--- src/rtl/fp_div_seq.sv ---
// Sequential binary32 divider: restoring radix-2 mantissa division, one quotient
// bit per clock, fixed 26-cycle latency, truncating, subnormals flushed to zero.
module fp_div_seq (
  input  logic        clk,
  input  logic        rst_n,
  input  logic        start,
  input  logic [31:0] D1,
  input  logic [31:0] D2,
  output logic        busy,
  output logic        done,
  output logic [31:0] Q,
  output logic        EX
);

  localparam logic [1:0] S_IDLE = 2'd0;
  localparam logic [1:0] S_DIV  = 2'd1;
  localparam logic [1:0] S_NORM = 2'd2;

  logic [1:0]        state_q, state_d;
  logic [4:0]        cnt_q, cnt_d;
  logic [25:0]       rem_q, rem_d;
  logic [24:0]       quot_q, quot_d;
  logic [23:0]       m2_q, m2_d;
  logic signed [9:0] exp_q, exp_d;
  logic              sign_q, sign_d;
  logic              nan_in_q, nan_in_d;
  logic              z1_q, z1_d;
  logic              z2_q, z2_d;
  logic [31:0]       res_q, res_d;
  logic              ex_q, ex_d;
  logic              done_q, done_d;

  logic signed [9:0] norm_exp;
  logic [22:0]       norm_frac;

  always_comb begin
    state_d   = state_q;
    cnt_d     = cnt_q;
    rem_d     = rem_q;
    quot_d    = quot_q;
    m2_d      = m2_q;
    exp_d     = exp_q;
    sign_d    = sign_q;
    nan_in_d  = nan_in_q;
    z1_d      = z1_q;
    z2_d      = z2_q;
    res_d     = res_q;
    ex_d      = ex_q;
    done_d    = 1'b0;

    // Quotient lies in [2^23, 2^25): bit 24 selects the one-place normalisation.
    if (quot_q[24]) begin
      norm_exp  = exp_q;
      norm_frac = quot_q[23:1];
    end else begin
      norm_exp  = exp_q - 10'sd1;
      norm_frac = quot_q[22:0];
    end

    case (state_q)
      S_IDLE: begin
        if (start) begin
          sign_d   = D1[31] ^ D2[31];
          exp_d    = $signed({2'b00, D1[30:23]}) - $signed({2'b00, D2[30:23]}) + 10'sd127;
          m2_d     = {1'b1, D2[22:0]};
          rem_d    = {2'b01, D1[22:0]};
          quot_d   = '0;
          cnt_d    = 5'd24;
          nan_in_d = (D1[30:23] == 8'hFF) || (D2[30:23] == 8'hFF);
          z1_d     = (D1[30:23] == 8'h00);
          z2_d     = (D2[30:23] == 8'h00);
          state_d  = S_DIV;
        end
      end
      S_DIV: begin
        if (rem_q >= {2'b00, m2_q}) begin
          rem_d  = (rem_q - {2'b00, m2_q}) << 1;
          quot_d = {quot_q[23:0], 1'b1};
        end else begin
          rem_d  = rem_q << 1;
          quot_d = {quot_q[23:0], 1'b0};
        end
        if (cnt_q == 5'd0) begin
          state_d = S_NORM;
        end else begin
          cnt_d = cnt_q - 5'd1;
        end
      end
      S_NORM: begin
        // Special operands override the computed quotient, first match wins.
        if (nan_in_q || (z1_q && z2_q)) begin
          res_d = 32'h7FC0_0000;
          ex_d  = 1'b1;
        end else if (z2_q) begin
          res_d = {sign_q, 8'hFF, 23'h0};
          ex_d  = 1'b1;
        end else if (z1_q) begin
          res_d = 32'h0000_0000;
          ex_d  = 1'b0;
        end else if (norm_exp >= 10'sd255) begin
          res_d = {sign_q, 8'hFF, 23'h0};
          ex_d  = 1'b1;
        end else if (norm_exp <= 10'sd0) begin
          res_d = 32'h0000_0000;
          ex_d  = 1'b1;
        end else begin
          res_d = {sign_q, norm_exp[7:0], norm_frac};
          ex_d  = 1'b0;
        end
        done_d  = 1'b1;
        state_d = S_IDLE;
      end
      default: state_d = S_IDLE;
    endcase
  end

  always_ff @(posedge clk or negedge rst_n) begin
    if (!rst_n) begin
      state_q  <= S_IDLE;
      cnt_q    <= '0;
      rem_q    <= '0;
      quot_q   <= '0;
      m2_q     <= '0;
      exp_q    <= '0;
      sign_q   <= 1'b0;
      nan_in_q <= 1'b0;
      z1_q     <= 1'b0;
      z2_q     <= 1'b0;
      res_q    <= '0;
      ex_q     <= 1'b0;
      done_q   <= 1'b0;
    end else begin
      state_q  <= state_d;
      cnt_q    <= cnt_d;
      rem_q    <= rem_d;
      quot_q   <= quot_d;
      m2_q     <= m2_d;
      exp_q    <= exp_d;
      sign_q   <= sign_d;
      nan_in_q <= nan_in_d;
      z1_q     <= z1_d;
      z2_q     <= z2_d;
      res_q    <= res_d;
      ex_q     <= ex_d;
      done_q   <= done_d;
    end
  end

  assign busy = (state_q != S_IDLE);
  assign done = done_q;
  assign Q    = res_q;
  assign EX   = ex_q;

endmodule
--- config.mk ---
export PLATFORM = sky130hd
export DESIGN_NAME = fp_div_seq
export DESIGN_NICKNAME = d
export VERILOG_FILES = /design/src/rtl/fp_div_seq.sv
export SDC_FILE = /design/constraint.sdc
export NUM_CORES = 1
export LEC_CHECK = 0
export ABC_AREA = 1
export CAP_MARGIN = 20
export CORE_UTILIZATION = 57
export CTS_CLUSTER_SIZE = 30
export DETAILED_ROUTE_END_ITERATION = 10
export PLACE_DENSITY = 0.77
export SLEW_MARGIN = 30
export SYNTH_ARGS = -nofsm -noshare
export SYNTH_HDL_FRONTEND = slang
export SYNTH_SLANG_ARGS = --single-unit
export TNS_END_PERCENT = 30
--- constraint.sdc ---
create_clock -name clk -period 2.3 [get_ports clk]
set_input_delay 0.46 -clock clk [delete_from_list [all_inputs] [get_ports clk]]
set_output_delay 0.46 -clock clk [all_outputs]
set_load 0.01 [all_outputs]
==> results of run 1 <==
-- cells by family after synthesis --
logic type | synth area share
AOI/OAI and AO/OA | 0.154
xor gates and xnor gates | 0.0208
adders and majority gates | 0.0583
buffers and inverters | 0.106
DFF | 0.386
and+or+nand+nor | 0.275
-- cells in the mapped netlist (2+ instances only) --
cell type,instances
nand4_1,42
xnor2_1,9
nor4_1,5
dfrtp_1,130
buf_6,5
nand3_1,51
o211ai_1,5
buf_2,6
ha_1,36
xor2_1,11
nor3_1,10
nand3_2,4
o21bai_1,3
o21ai_0,117
nor2_4,2
fa_1,2
nand3b_1,6
o21ai_1,15
a21oi_1,53
inv_2,5
o22ai_1,25
nor2_2,6
o31ai_1,5
nor2_1,71
o21a_1,2
nand2_1,310
nand3_4,2
buf_1,2
clkbuf_1,28
nand2_2,8
a21boi_1,5
inv_1,177
-- stage by stage --
step,utilization,instances
after floorplan,-,1170
after global placement,0.687,1471
after detailed placement,0.687,1471
after CTS,0.727,1503
after global routing,0.745,1508
final,0.745,1508
-- layer usage --
metal | wire length [um] | GRT usage | share of wire
met1 | 9750 | 0.396 | 0.46
met2 | 10200 | 0.474 | 0.48
met3 | 1090 | 0.0466 | 0.051
met4 | 269 | 0.0821 | 0.013
met5 | 0 | 0 | 0
-- state kept, by name, summed over array words and instances (netlist names) --
| signal | flops |
|---|---|
| m2_q | 24 |
| state_q | 2 |
| exp_q | 10 |
| cnt_q | 5 |
| done | 1 |
| rem_q | 26 |
| EX | 1 |
| Q | 32 |
| nan_in_q | 1 |
| z2_q | 1 |
| z1_q | 1 |
| sign_q | 1 |
| quot_q | 25 |
-- final timing paths --
kind	startpoint	endpoint	slack (ns)
max reg2reg	rem_q[13]$_DFFE_PN0P_	rem_q[12]$_DFFE_PN0P_	0.11
min	rst_n	m2_q[8]$_DFFE_PN0P_	-0.003
max in group asynchronous	rst_n	sign_q$_DFFE_PN0P_	1.51
min reg2reg	m2_q[23]$_DFFE_PN0P_	m2_q[23]$_DFFE_PN0P_	0.46
min in group clk	m2_q[23]$_DFFE_PN0P_	m2_q[23]$_DFFE_PN0P_	0.46
max	D1[23]	exp_q[7]$_DFFE_PN0P_	0.04
-- layout make-up --
type / instances / area (sq um)
clock buffer: 18 / 439
clock inverter: 14 / 130
fill: 1135 / 3690
inverter: 182 / 683
multi-input combinational: 816 / 4510
sequential: 130 / 3250
tap: 184 / 230
timing repair buffer: 164 / 1550
-- power by group --
group / internal, uW / leakage, uW / total [uW] / switching (uW)
Clock: 1530 / 0.000271 / 2610 / 1080
Sequential: 3200 / 0.00160 / 3760 / 560
Combinational: 4190 / 0.00341 / 10400 / 6170
-- repair_timing --
action                     CTS  global route
buffers inserted             0             5
setup endpoints to repair    1            59
resized for setup            1            47
pin swaps                    0            11
==> results.py, run 1 <==
metrics = {
    "clocking": {
        "cts_buffer_depth": 2,
        "cts_hold_buf": 0,
        "clk-insertion-delay-late_ns": 0.43,
        "cts_max_level": 4,
        "cts_tree": "built",
        "clockRootBuffer": "clkbuf_16",
        "clock-sinks": 130,
        "clk_pin_slew_ns": 0.06,
        "cts_made_buffers": 17,
    },
    "logic_synthesis": {
        "synthCells": 1170,
        "ys_seq_elements": 130,
        "ys_warn_count": 0,
        "ys_types": 44,
        "syn-num-nets": 1275,
        "ys.flop_type": "dfrtp_1",
        "synth_edf_count": 0,
        "synth_area_leaders": "dfrtp_1 39%, nand2_1 14%, inv_1 7.9%",
        "synth-seq-area-share": 0.386,
        "yosysTopAreaCell": "dfrtp_1",
        "async_flop_share": 1.00,
        "avgSynthCellArea_sq_um": 7.20,
        "synth.top_cell.area_share": 0.386,
        "syn_area_sq_mm": 0.00842,
    },
    "timing": {
        "setup_viol": 0,
        "worst_pin_slew_ns": 0.543,
        "grt_setup_unrepaired": "true",
        "worst_slack_ns": 0.0446,
        "finalCritPeriodShare": 0.981,
        "max_freq_mhz": 443,
        "whs_ns": -0.00325,
        "tns_ns": 0,
        "hold_violations": 4,
        "min_period_ns": 2.26,
        "fin_skew_ns": 0.0104,
        "slew_headroom": 0.636,
        "slew_violations": 0,
    },
    "flow_run": {
        "drv_cap": 0,
    },
    "status": {
        "status": "complete, but fails checks",
        "violations": "hold timing",
    },
    "cells_and_area": {
        "diodes": 0,
        "nets": 1416,
        "area_growth_pct": 28.1,
        "drive_above_1_share": 0.131,
        "fin_area_sq_mm": 0.0108,
        "final_cell_mix": "304 x nand2_1, 175 x inv_1, 130 x dfrtp_1",
        "layout_commonest_cell": "nand2_1",
    },
    "worst_setup_path": {
        "critical-path-max-stage-delay_ns": 0.41,
        "crit_path_max_fanout": 4,
        "path_delay_family": "simple AND/OR/NAND/NOR gates",
        "crit_type": "input pin to flip-flop",
        "critical_path_arrival_ns": 2.55,
        "path_cells": "clkdlybuf4s50_1 -> inv_2 -> ha_2 -> inv_2 -> fa_2 -> nand3_2 -> nand3_4 -> nand2_1 -> nand2_1 -> nand2_1 -> nand2_1 -> xor2_2 -> nand4_1 -> nand3_1 -> o21ai_0",
        "cp_num_cells": 15,
        "cp-start-kind": "input pin",
        "cp_common_cell": "nand2_1",
        "crit_slowest_cell": "clkdlybuf4s50_1",
        "crit_path_end_kind": "flip-flop",
        "crit_buf_inv": 3,
        "reg2regPathDepth": 13,
        "crit_required_ns": 2.60,
    },
    "global_routing": {
        "grt_max_degree": 55,
        "grt_pass1_wl_um": 34700,
        "antenna_found_initial": 0,
        "groute.usage.overall": 0.290,
        "grt_pass1_vias": 7618,
        "gr-total-overflow": 0,
    },
    "place": {
        "placed_area_sq_mm": 0.00995,
        "place_ws_ns": -0.432,
        "io_buffers": 101,
        "globalplace.congestion": 1.03,
        "dpl.hpwl_um": 15600,
    },
    "floorplanning": {
        "die_y_um": 124,
        "initial_core_util": 0.581,
        "dieArea_sq_mm": 0.0153,
        "dieWidth_um": 124,
        "io_pins": 102,
        "coreArea_sq_mm": 0.0145,
        "num_rows": 44,
    },
    "power_and_ir_drop": {
        "power_density_mw_per_mm2": 1550,
        "total_power_uw": 16700,
        "vdd_ir_drop_max_v": 0.000811,
        "p_leak_uw": 0.00529,
    },
    "routing": {
        "vias": 8149,
        "dr.pass1.iters": 5,
        "wl_um": 21300,
        "ant_nets": 0,
        "drc": 0,
        "via_per_inst": 5.40,
        "wire_per_inst_um": 14.1,
        "drtIter0Drc": 641,
    },
    "hold_path": {
        "hold_path_class": "input pin to async pin",
    },
}
No activity file was read; power rests on OpenSTA's default activity.
==> inputs of run 2 (changes only) <==
==> constraint.sdc (replaced) <==
create_clock -name clk -period 2.37 [get_ports clk]
set_input_delay 0.474 -clock clk [delete_from_list [all_inputs] [get_ports clk]]
set_output_delay 0.474 -clock clk [all_outputs]
set_load 0.01 [all_outputs]
==> results.py, run 2 (synthesis results as in run 1) <==
metrics = {
    "power_and_ir_drop": {
        "intPower_uw": 8820,
        "power_density_mw_per_mm2": 1520,
        "sw_frac_of_total": 0.460,
        "power.switching_uw": 7510,
        "clkPwrFrac": 0.175,
        "vdd_ir_drop_max_v": 0.000772,
        "p_leak_uw": 0.00528,
        "pwr-share-comb": 0.603,
        "pwr-share-seq": 0.222,
    },
    "clocking": {
        "clockRootBuffer": "clkbuf_16",
        "cts_made_buffers": 17,
        "clk-insertion-delay-late_ns": 0.42,
        "clock-sinks": 130,
        "cts_buffer_depth": 2,
        "cts_max_level": 4,
        "cts_tree": "built",
        "clk_pin_slew_ns": 0.06,
    },
    "place": {
        "place_inst": 1460,
        "globalplace.congestion": 0.998,
        "io_buffers": 101,
        "dpl.hpwl_um": 15300,
    },
    "cells_and_area": {
        "final_util": 0.742,
        "diodes": 0,
        "nets": 1404,
        "final_cell_mix": "306 x nand2_1, 175 x inv_1, 130 x dfrtp_1",
        "layout_commonest_cell": "nand2_1",
        "drive_above_1_share": 0.113,
        "area_growth_pct": 27.6,
        "instances_no_fill": 1496,
        "largest_reg_flops": 32,
    },
    "timing": {
        "max_freq_mhz": 441,
        "finalCritPeriodShare": 0.956,
        "fin_skew_ns": 0.0108,
        "worst_pin_slew_ns": 0.583,
        "slew_violations": 0,
        "min_period_ns": 2.27,
        "slew_headroom": 0.610,
        "hold_violations": 0,
        "setup_viol": 0,
    },
    "global_routing": {
        "antenna_found_initial": 0,
        "groute.usage.overall": 0.293,
        "grt_max_degree": 73,
        "gr-total-overflow": 0,
        "grt_pass1_vias": 7635,
        "grt_pass1_wl_um": 35100,
    },
    "worst_setup_path": {
        "crit_required_ns": 2.74,
        "critical_path_arrival_ns": 2.63,
        "crit_path_end_kind": "flip-flop",
        "crit_type": "flip-flop to flip-flop",
        "crit_path_max_fanout": 16,
        "r2r-start": "rem_q[19]$_DFFE_PN0P_",
        "cp-start-kind": "flip-flop",
        "critPathLaunch": "rem_q[19]$_DFFE_PN0P_",
    },
    "flow_run": {
        "drv_cap": 0,
    },
    "hold_path": {
        "hold_path_class": "input pin to async pin",
    },
    "routing": {
        "wl_um": 21200,
        "wire_per_inst_um": 14.2,
        "drc": 0,
        "ant_nets": 0,
        "vias": 8137,
        "drtIter0Drc": 602,
        "dr.pass1.iters": 6,
        "via_per_inst": 5.44,
    },
    "floorplanning": {
        "dieArea_sq_mm": 0.0153,
        "die_y_um": 124,
        "initial_core_util": 0.581,
        "num_rows": 44,
        "coreArea_sq_mm": 0.0145,
        "dieWidth_um": 124,
        "io_pins": 102,
    },
    "status": {
        "status": "finished clean",
    },
}
-- run 2: power groups by stage --
stage	registers, uW	logic [uW]	clock network [uW]
after global placement	3580	9050	0
after global routing	3730	11100	2970
after CTS	3580	9320	2880
final	3630	9840	2860
after detailed placement	3600	9230	0
after floorplan	3530	6740	0
-- run 2: cell type report --
type | count | area [sq um]
Clock buffer | 18 | 439
Clock inverter | 14 | 200
Fill cell | 1156 | 3740
Inverter | 182 | 683
Multi-Input combinational cell | 816 | 4460
Sequential cell | 130 | 3250
Tap cell | 184 | 230
Timing Repair Buffer | 152 | 1470
-- run 2: per-layer routing --
metal  vias to the layer above  wire (um)  GRT usage  share of wire
met1                      3787       9890      0.401           0.47
met2                       243       9940      0.480           0.47
met4                         0        353     0.0911          0.017
li1                       4074          -          -              -
met3                        33       1060     0.0415          0.050
met5                         -          0          0              0
-- run 2: per-stage QoR --
step / total power (uW) / TNS (ns) / worst slack (ns) / hold slack (ns) / cell area (sq um)
detailed placement: 12800 / -2.39 / -0.427 / 0.456 / 9880
floorplan: 10300 / 0 / 0.230 / 0.178 / 8420
finish: 16300 / 0 / 0.104 / 0.0527 / 10700
global placement: 12600 / -1.71 / -0.348 / 0.439 / 9880
CTS: 15800 / 0 / 0.00276 / 0.0669 / 10600
global route: 17800 / -0.0584 / -0.0182 / 0.0737 / 10700
-- run 2: path summary, 6_finish.rpt --
kind                                          to  slack, ns  cells after the start
hold reg to reg             m2_q[23]$_DFFE_PN0P_       0.48                      2
setup reg to reg           rem_q[11]$_DFFE_PN0P_       0.10                     13
setup / recovery           rem_q[11]$_DFFE_PN0P_       0.10                     13
hold / removal                 Q[18]$_DFFE_PN0P_       0.05                      2
max in group asynchronous  rem_q[10]$_DFFE_PN0P_       1.95                      2
min in group clk                z1_q$_DFFE_PN0P_       0.38                      4
-- run 2: timing repair --
action,in CTS,in global routing
endpoints found under the setup margin,3,33
pin swaps,1,8
gates resized for setup,6,34
hold buffers,0,0
gates cloned,0,0
setup buffers,0,4
-- run 2: worst max-delay path, cell delays in order, from the launching register on --
cell	delay, ns
dfrtp_1	0.40
ha_1	0.38
a21oi_1	0.24
o21ai_1	0.14
nand2_1	0.10
nand2_1	0.08
a21oi_4	0.16
nand3_4	0.14
buf_12	0.18
nand2_1	0.05
nand3_1	0.13
nand2_1	0.10
nand2_1	0.05
nand2_1	0.07
